--- config.mk ---
export PLATFORM = sky130hd
export DESIGN_NAME = week6_ex1_xor_arbiter_flat
export DESIGN_NICKNAME = d
export VERILOG_FILES = /design/src/rtl/week6_ex1_xor_arbiter_if.sv /design/src/rtl/week6_ex1_xor_arbiter.sv /design/src/flat_wrapper.sv
export SDC_FILE = /design/constraint.sdc
export NUM_CORES = 1
export LEC_CHECK = 0
export CAP_MARGIN = 20
export CORE_MARGIN = 4
export CORE_UTILIZATION = 45
export DETAILED_ROUTE_END_ITERATION = 10
export PLACE_DENSITY_LB_ADDON = 0.15
export SETUP_SLACK_MARGIN = 0.15
export SKIP_LAST_GASP = 1
export SYNTH_ARGS = -nofsm -noshare
export SYNTH_HDL_FRONTEND = slang
export SYNTH_SLANG_ARGS = --single-unit
--- constraint.sdc ---
create_clock -name clk -period 5.4 [get_ports clk]
set_input_delay 0.81 -clock clk [delete_from_list [all_inputs] [get_ports clk]]
set_output_delay 0.81 -clock clk [all_outputs]
set_load 0.02 [all_outputs]
--- src/rtl/week6_ex1_xor_arbiter_if.sv ---
// rtl/week6_ex1_xor_arbiter_if.sv - request/result bundle for the shared XOR arbiter
// Purpose: groups the per-requester request/operand inputs and the grant/result
//   outputs of week6_ex1_xor_arbiter into one interface.
// Signals:
//   req     NREQ        per-requester request level
//   a_bus   NREQ*WIDTH  operand A, requester i at [i*WIDTH +: WIDTH]
//   b_bus   NREQ*WIDTH  operand B, same packing
//   gnt     NREQ        one-hot grant
//   gnt_id  IDW         index of current/last grantee
//   busy    1           operation in progress
//   y       WIDTH       registered XOR result
//   done    1           one-cycle result strobe
//   y_par   1           parity of y (only with XOR_ARB_PARITY_EN)
// Modports: master = requester side, slave = arbiter side.
interface week6_ex1_xor_arbiter_if #(
  parameter int NREQ  = 4,
  parameter int WIDTH = 8,
  parameter int IDW   = 2
);
  logic [NREQ-1:0]       req;
  logic [NREQ*WIDTH-1:0] a_bus;
  logic [NREQ*WIDTH-1:0] b_bus;
  logic [NREQ-1:0]       gnt;
  logic [IDW-1:0]        gnt_id;
  logic                  busy;
  logic [WIDTH-1:0]      y;
  logic                  done;
`ifdef XOR_ARB_PARITY_EN
  logic                  y_par;

  modport master (output req, a_bus, b_bus,
                  input  gnt, gnt_id, busy, y, done, y_par);
  modport slave  (input  req, a_bus, b_bus,
                  output gnt, gnt_id, busy, y, done, y_par);
`else
  modport master (output req, a_bus, b_bus,
                  input  gnt, gnt_id, busy, y, done);
  modport slave  (input  req, a_bus, b_bus,
                  output gnt, gnt_id, busy, y, done);
`endif
endinterface

--- src/rtl/week6_ex1_xor_arbiter.sv ---
// rtl/week6_ex1_xor_arbiter.sv - round-robin shared registered XOR datapath
// Purpose: NREQ requesters share one y = a ^ b register. A round-robin arbiter
//   picks one requester in IDLE, its operands are latched at grant, the result is
//   registered in CAPT and presented with a one-cycle done pulse in RESP.
// Ports:
//   clk    in  rising-edge clock
//   rst_n  in  asynchronous active-low reset
//   bus    slave modport of week6_ex1_xor_arbiter_if (req/a_bus/b_bus in,
//          gnt/gnt_id/busy/y/done[/y_par] out)
// Optional feature macro: XOR_ARB_PARITY_EN adds bus.y_par = ^y, registered with y.
module week6_ex1_xor_arbiter #(
  parameter int NREQ  = 4,
  parameter int WIDTH = 8,
  parameter int IDW   = $clog2(NREQ)
) (
  input  logic                    clk,
  input  logic                    rst_n,
  week6_ex1_xor_arbiter_if.slave  bus
);

  typedef enum logic [1:0] {
    IDLE = 2'd0,
    CAPT = 2'd1,
    RESP = 2'd2
  } state_t;

  state_t           state;
  state_t           state_nxt;

  logic [IDW-1:0]   ptr;        // last grantee; search starts one past it
  logic [IDW-1:0]   gnt_id_q;
  logic [IDW-1:0]   win;
  logic             win_vld;
  logic [WIDTH-1:0] a_q;
  logic [WIDTH-1:0] b_q;
  logic [WIDTH-1:0] y_q;

  logic             busy_c;
  logic             done_c;
  logic [NREQ-1:0]  gnt_c;

  // Round-robin pick: first set request scanning ptr+1, ptr+2, ... modulo NREQ.
  // The scan covers NREQ slots so ptr itself is checked last, which lets a lone
  // repeat requester still win.
  always_comb begin
    int             idx;
    logic [IDW-1:0] sel;
    win     = '0;
    win_vld = 1'b0;
    idx     = 0;
    sel     = '0;
    for (int i = 1; i <= NREQ; i++) begin
      idx = (int'(ptr) + i) % NREQ;
      sel = IDW'(idx);
      if (!win_vld && bus.req[sel]) begin
        win     = sel;
        win_vld = 1'b1;
      end
    end
  end

  // State register
  always_ff @(posedge clk or negedge rst_n) begin
    if (!rst_n) begin
      state <= IDLE;
    end else begin
      state <= state_nxt;
    end
  end

  // Next-state logic
  always_comb begin
    state_nxt = state;
    case (state)
      IDLE:    if (win_vld) state_nxt = CAPT;
      CAPT:    state_nxt = RESP;
      RESP:    state_nxt = IDLE;
      default: state_nxt = IDLE;
    endcase
  end

  // Output logic: grant is decoded from the registered index while busy
  always_comb begin
    busy_c = 1'b0;
    done_c = 1'b0;
    gnt_c  = '0;
    case (state)
      CAPT: begin
        busy_c          = 1'b1;
        gnt_c[gnt_id_q] = 1'b1;
      end
      RESP: begin
        busy_c          = 1'b1;
        done_c          = 1'b1;
        gnt_c[gnt_id_q] = 1'b1;
      end
      default: ;
    endcase
  end

  // Datapath: operands latched once at grant, result registered in CAPT.
  // The pointer only advances when the op actually reaches CAPT, so an op
  // aborted by reset leaves arbitration history untouched (reset restores it).
`ifdef XOR_ARB_PARITY_EN
  logic y_par_q;
`endif

  always_ff @(posedge clk or negedge rst_n) begin
    if (!rst_n) begin
      ptr      <= IDW'(NREQ - 1);
      gnt_id_q <= '0;
      a_q      <= '0;
      b_q      <= '0;
      y_q      <= '0;
`ifdef XOR_ARB_PARITY_EN
      y_par_q  <= 1'b0;
`endif
    end else begin
      if (state == IDLE && win_vld) begin
        gnt_id_q <= win;
        a_q      <= bus.a_bus[int'(win)*WIDTH +: WIDTH];
        b_q      <= bus.b_bus[int'(win)*WIDTH +: WIDTH];
      end
      if (state == CAPT) begin
        y_q <= a_q ^ b_q;
        ptr <= gnt_id_q;
`ifdef XOR_ARB_PARITY_EN
        y_par_q <= ^(a_q ^ b_q);
`endif
      end
    end
  end

  assign bus.gnt    = gnt_c;
  assign bus.gnt_id = gnt_id_q;
  assign bus.busy   = busy_c;
  assign bus.done   = done_c;
  assign bus.y      = y_q;
`ifdef XOR_ARB_PARITY_EN
  assign bus.y_par  = y_par_q;
`endif

endmodule

--- src/flat_wrapper.sv ---
// flat-port wrapper written by rule: the top's interface ports become plain ports
module week6_ex1_xor_arbiter_flat 
#(
  parameter int NREQ  = 4,
  parameter int WIDTH = 8,
  parameter int IDW   = $clog2(NREQ)
)
  (clk, rst_n, bus_req, bus_a_bus, bus_b_bus, bus_gnt, bus_gnt_id, bus_busy, bus_y, bus_done);
  week6_ex1_xor_arbiter_if #(.NREQ(NREQ), .WIDTH(WIDTH), .IDW(IDW)) bus_i ();
  input  logic clk;
  input  logic rst_n;
  input wire logic [$bits(bus_i.req)-1:0] bus_req;
  input wire logic [$bits(bus_i.a_bus)-1:0] bus_a_bus;
  input wire logic [$bits(bus_i.b_bus)-1:0] bus_b_bus;
  output wire logic [$bits(bus_i.gnt)-1:0] bus_gnt;
  output wire logic [$bits(bus_i.gnt_id)-1:0] bus_gnt_id;
  output wire logic [$bits(bus_i.busy)-1:0] bus_busy;
  output wire logic [$bits(bus_i.y)-1:0] bus_y;
  output wire logic [$bits(bus_i.done)-1:0] bus_done;
  assign bus_i.req = bus_req;
  assign bus_i.a_bus = bus_a_bus;
  assign bus_i.b_bus = bus_b_bus;
  assign bus_gnt = bus_i.gnt;
  assign bus_gnt_id = bus_i.gnt_id;
  assign bus_busy = bus_i.busy;
  assign bus_y = bus_i.y;
  assign bus_done = bus_i.done;
  week6_ex1_xor_arbiter #(.NREQ(NREQ), .WIDTH(WIDTH), .IDW(IDW)) u_core (.clk(clk), .rst_n(rst_n), .bus(bus_i));
endmodule
==> results.json, run 1 <==
{
  "combPwrFrac_pct": 57.7,
  "clkPwrFrac_pct": 12.6,
  "place_congestion": 0.7582,
  "synth_area_mm2": 0.001911,
  "antennaDiodeCount": 0,
  "drt_iter0_markers": 78,
  "overflow": 0,
  "die_y_um": 73.16,
  "max_stage_delay_ns": 0.57,
  "synthCells": 195,
  "irDropWorstVdd_mv": 0.2119,
  "path_clk_slew_ns": 0.06,
  "use_met2_pct": 31.38,
  "die_area_mm2": 0.005352,
  "min_period_ns": 3.159,
  "firstDrtPassIters": 4,
  "path_class": "in2reg",
  "powerDensity_mw_per_mm2": 509.6,
  "tightestPinTransition_ns": 0.6321,
  "seq_power_share_pct": 29.7,
  "post_drt_wl_per_cell_um": 15.31,
  "io_buffers": 85,
  "cts_tree": "yes",
  "critPathMaxFanout": 22,
  "nets": 351,
  "ys_seq_elements": 30,
  "p_switching_uw": 614.4,
  "cts_resized": 0,
  "relSlewSlack_pct": 57.86,
  "crit_required_ns": 5.54,
  "status": "finished clean",
  "track_usage_pct": 20.01,
  "grt_pass1_wl_mm": 8.335,
  "grt_pass1_vias": 1843,
  "io_pins": 86,
  "drive_gt1_share_pct": 8.993,
  "initial_core_util_pct": 47.09,
  "grtUsageMet1_pct": 26.77,
  "rsz0062_at_grt": "no",
  "setup_viol": 0,
  "core_mm2": 0.004058,
  "hpwl_mm": 3.945,
  "tns_ns": 0,
  "avgViaCountPerCell": 5.332,
  "slew_viol_final": 0,
  "cp_slowest_cell": "clkdlybuf4s50_1",
  "vias": 1749,
  "yosys.cell_types.count": 35,
  "insertion_delay_ns": 0.28,
  "cts.sinks": 30,
  "grt.met3_usage_pct": 5.785,
  "ys_warn_count": 0,
  "cts_setup_buffers": 0,
  "clk_path_buf_depth": 2,
  "numCtsBuffers": 5,
  "critPathArrivalTime_ns": 3.30,
  "power.leakage_uw": 0.001121,
  "grt_max_degree": 31,
  "drc": 0,
  "hold_viol": 0,
  "hp-class": "reg2reg",
  "avgSynthCellArea_um2": 9.798,
  "clock.fmax_mhz": 316.6,
  "ys_seq_area_share_pct": 39.42,
  "start_kind": "input pin",
  "ctsHtreeMaxLevel": 2,
  "finalCritPeriodShare_pct": 58.50,
  "intPower_uw": 845.8,
  "crit_chain": "clkdlybuf4s50_1 > a21boi_0 > o21bai_2 > and2_1 > buf_4 > mux2i_1 > a211oi_2",
  "die_w_um": 73.16,
  "antenna_found_initial": 0,
  "netSwitchingFraction_pct": 42.08,
  "antenna_left": 0,
  "fill_cells": 334,
  "syn_to_final_growth_pct": 49.97,
  "worstSetupEndpointType": "flip-flop",
  "cts_root_buf": "clkbuf_8",
  "whs_path_depth": 2,
  "cts_hold_buf": 0,
  "drv_cap": 0,
  "finalClockSkew_ns": 0.005664,
  "rows": 23,
  "rr_worst_depth": 6,
  "final_core_util_pct": 70.61,
  "drt_wl_total_mm": 5.022,
  "syn-num-nets": 269,
  "top_usage_layer": "met2"
}
## layout make-up
cell class,instances,area (µm²),share of cell area [%]
multi-input cells,150,1082,37.77
repair buffers,87,865.8,30.22
flip-flops and latches,30,753.2,26.29
clock buffers,8,90.09,3.144
well taps,50,62.56,2.183
inverters,3,11.26,0.3930
## sequential cells by signal, summed over array words and instances (netlist names)
register and count:
u_core.a_q 8, u_core.b_q 8, u_core.bus.y 8, u_core.bus.gnt_id 2, u_core.ptr 2, u_core.state 2
## critical path, delay by kind of cell
family | cells | cell delay [ns]
multiplexers | 1 | 0.26
buffers and inverters | 2 | 0.94
AO/OA/AOI/OAI | 3 | 0.72
AND/OR/NAND/NOR | 1 | 0.56
## power by group through the flow
| stage | Sequential, µW | Clock (µW) | Combinational (µW) |
|---|---|---|---|
| final | 434 | 184 | 843 |
| after global routing | 451 | 195 | 930 |
| after CTS | 436 | 188 | 846 |
| after detailed placement | 438 | 0 | 842 |
| after global placement | 433 | 0 | 828 |
| after floorplan | 465 | 0 | 550 |
## metrics by stage
| stage | hold slack [ns] | power, µW | worst slack, ns | instances | area, µm² |
|---|---|---|---|---|---|
| after floorplan | 0.4694 | 1014 | 3.180 | 195 | 1911 |
| after global placement | 0.4881 | 1261 | 2.045 | 320 | 2775 |
| after detailed placement | 0.4965 | 1280 | 1.975 | 320 | 2775 |
| after CTS | 0.5091 | 1470 | 2.242 | 328 | 2865 |
| after global routing | 0.5356 | 1577 | 1.983 | 328 | 2865 |
| final | 0.5074 | 1460 | 2.241 | 328 | 2865 |
## Yosys cell counts
library cell | number | share of area (%)
a211oi_1 | 22 | 8.6
and2_1 | 2 | 0.65
a211oi_2 | 10 | 6.5
nand2b_1 | 2 | 0.65
nor3_1 | 4 | 1.0
and3_1 | 1 | 0.33
xnor2_1 | 8 | 3.7
buf_6 | 1 | 0.59
buf_4 | 2 | 0.79
mux2_2 | 2 | 1.2
a21boi_1 | 1 | 0.39
o21ai_0 | 3 | 0.79
clkbuf_1 | 6 | 1.2
o31ai_4 | 1 | 1.1
dfstp_2 | 2 | 2.8
nor2b_1 | 1 | 0.33
nor2_1 | 24 | 4.7
nor4_1 | 1 | 0.33
inv_1 | 3 | 0.59
buf_2 | 3 | 0.79
o22a_1 | 1 | 0.46
or3_1 | 1 | 0.33
nor2_4 | 1 | 0.59
a21oi_1 | 9 | 2.4
mux2i_1 | 15 | 7.9
or4_1 | 1 | 0.39
o21bai_2 | 1 | 0.59
nor3b_1 | 1 | 0.39
ha_1 | 4 | 2.6
or3b_1 | 1 | 0.46
o31ai_1 | 2 | 0.79
nand2_1 | 14 | 2.8
dfrtp_1 | 28 | 37
a21boi_0 | 16 | 6.3
a21o_1 | 1 | 0.39
## layout by cell type, fill, tap and decap left out, types with 2 or more instances in the layout
cell,count
inv_1,3
clkdlybuf4s50_1,85
dfstp_2,2
a21boi_0,16
a211oi_1,22
mux2i_1,15
and2_1,2
o21ai_0,3
ha_1,4
a211oi_2,10
dfrtp_1,28
nor2_1,24
a21oi_1,9
clkbuf_1,2
xnor2_1,8
buf_4,2
clkbuf_8,6
o31ai_1,2
mux2_2,2
nand2b_1,2
nor3_1,4
nand2_1,14
## worst paths after layout
check                         startpoint  slack, ns               to
min                        u_core.a_q[6]       0.51    u_core.a_q[6]
max                           bus_req[0]       2.24    u_core.a_q[4]
min reg2reg                u_core.a_q[6]       0.51    u_core.a_q[6]
max in group asynchronous          rst_n       4.17    u_core.ptr[1]
min in group asynchronous          rst_n       0.91  u_core.bus.y[0]
max reg2reg                u_core.ptr[1]       2.78    u_core.a_q[4]
## routing by layer
layer / part of all wire (%) / vias to the layer above
met3: 7.3 / 9
li1: - / 877
met1: 46 / 803
met2: 46 / 60
met4: 1.3 / 0
met5: 0 / -
## cells by family after synthesis
family | Yosys count | synth area share [%]
simple gates | 54 | 12.97
compound gates | 67 | 28.36
fa+ha+maj | 4 | 2.620
mux | 17 | 9.037
buf+inv | 15 | 3.929
flops | 30 | 39.42
xor+xnor | 8 | 3.667
No activity file was read; power rests on OpenSTA's default activity.
==> inputs of run 2 (changes only) <==
- CORE_UTILIZATION: 45 -> 42
- clock period: 5.4 -> 3 ns (I/O delays scaled with it)
==> results.json, run 2 (synthesis gave the netlist of run 1 again) <==
{
  "status": "finished clean",
  "crit_required_ns": 2.55,
  "irDropWorstVdd_mv": 0.4258,
  "finalCritPeriodShare_pct": 78.91,
  "antenna_left": 0,
  "critPathArrivalTime_ns": 1.92,
  "numCtsBuffers": 5,
  "whs_ns": 0.5115,
  "die_w_um": 75.45,
  "antenna_found_initial": 0,
  "cts_setup_buffers": 0,
  "die_y_um": 75.45,
  "firstDrtPassIters": 4,
  "insertion_delay_ns": 0.27,
  "nets": 354,
  "cts_hold_buf": 0,
  "tightestPinTransition_ns": 0.6329,
  "cts_resized": 0,
  "place_congestion": 0.7028,
  "hp-class": "reg2reg",
  "overflow": 0,
  "path_class": "reg2out",
  "hpwl_mm": 3.751,
  "cts_tree": "yes",
  "vias": 1741,
  "drt_iter0_markers": 74,
  "slew_viol_final": 0,
  "drc": 0,
  "avgViaCountPerCell": 5.228,
  "tns_ns": 0,
  "relSlewSlack_pct": 57.80,
  "io_buffers": 85,
  "cts_root_buf": "clkbuf_8",
  "fill_cells": 403,
  "clock.fmax_mhz": 422.4,
  "fin_ws_ns": 0.6327,
  "rows": 24,
  "place_ws_ns": 0.3897,
  "path_clk_slew_ns": 0.06,
  "start_kind": "flip-flop",
  "hold_viol": 0,
  "syn_to_final_growth_pct": 51.34,
  "core_mm2": 0.004384,
  "grt_pass1_vias": 1715,
  "critPathMaxFanout": 5,
  "mostFrequentLayoutCell": "clkdlybuf4s50_1",
  "die_area_mm2": 0.005692,
  "grt_pass1_wl_mm": 7.755,
  "clk_path_buf_depth": 2,
  "setup_viol": 0,
  "power.leakage_uw": 0.001138,
  "drv_cap": 0,
  "post_drt_wl_per_cell_um": 14.59,
  "rsz0062_at_grt": "no",
  "antennaDiodeCount": 0,
  "grt_max_degree": 32,
  "initial_core_util_pct": 43.58,
  "drive_gt1_share_pct": 10.32,
  "finalClockSkew_ns": 0.004700,
  "io_pins": 86,
  "layout_common_cells": "clkdlybuf4s50_1, dfrtp_1, nor2_1",
  "ctsHtreeMaxLevel": 2,
  "cts.sinks": 30,
  "worstSetupEndpointType": "primary output",
  "drt_wl_total_mm": 4.857,
  "min_period_ns": 2.367,
  "track_usage_pct": 17.86,
  "powerDensity_mw_per_mm2": 916.3
}
[run 2: changes by cell type in the layout (fill, tap and decap cells not counted)]
cell	change
buf_4	+3
clkbuf_1	-1
clkinv_2	+1
[run 2: routing by layer]
metal | global-route usage [%] | wire (µm) | vias to the layer above
li1 | - | - | 880
met1 | 22.99 | 2164 | 792
met2 | 29.43 | 2270 | 61
met3 | 5.673 | 363 | 8
met4 | 4.078 | 59 | 0
met5 | 0 | 0 | -
[run 2: worst paths after layout]
check                      depth (start not counted)  slack (ns)            start               to
setup reg to reg                                   5        0.91    u_core.ptr[1]    u_core.a_q[5]
hold reg to reg                                    2        0.51    u_core.a_q[6]    u_core.a_q[6]
min in group asynchronous                          2        0.56            rst_n  u_core.state[0]
setup / recovery                                   4        0.63  u_core.state[0]       bus_gnt[0]
max in group asynchronous                          2        2.13            rst_n    u_core.ptr[1]
hold / removal                                     2        0.51    u_core.a_q[6]    u_core.a_q[6]
[run 2: critical path, stage by stage (launching register included)]
cell and delay (ns):
dfrtp_1 0.37, inv_1 0.09, ha_1 0.36, nor3b_1 0.19
clkdlybuf4s50_1 0.63
[run 2: where the power goes]
| part | switching [µW] | internal (µW) |
|---|---|---|
| combinational | 810 | 729 |
| clock | 144 | 185 |
| sequential | 155 | 627 |
[run 2: cell type report]
cell class	count	area [µm²]	area share (%)
Multi-Input combinational cell	150	1082	37.43
Timing Repair Buffer	90	888.4	30.72
Sequential cell	30	753.2	26.05
Clock buffer	7	86.33	2.986
Tap cell	52	65.06	2.250
Inverter	3	11.26	0.3894
Clock inverter	1	5.005	0.1731
[run 2: per-stage QoR]
stage	utilization, %	total power (µW)	cells	cell area (µm²)
after floorplan	-	1826	195	1911
after global placement	63.87	2298	325	2800
after detailed placement	63.87	2333	325	2800
after CTS	65.95	2673	333	2892
after global routing	65.95	2855	333	2892
final	65.95	2650	333	2892
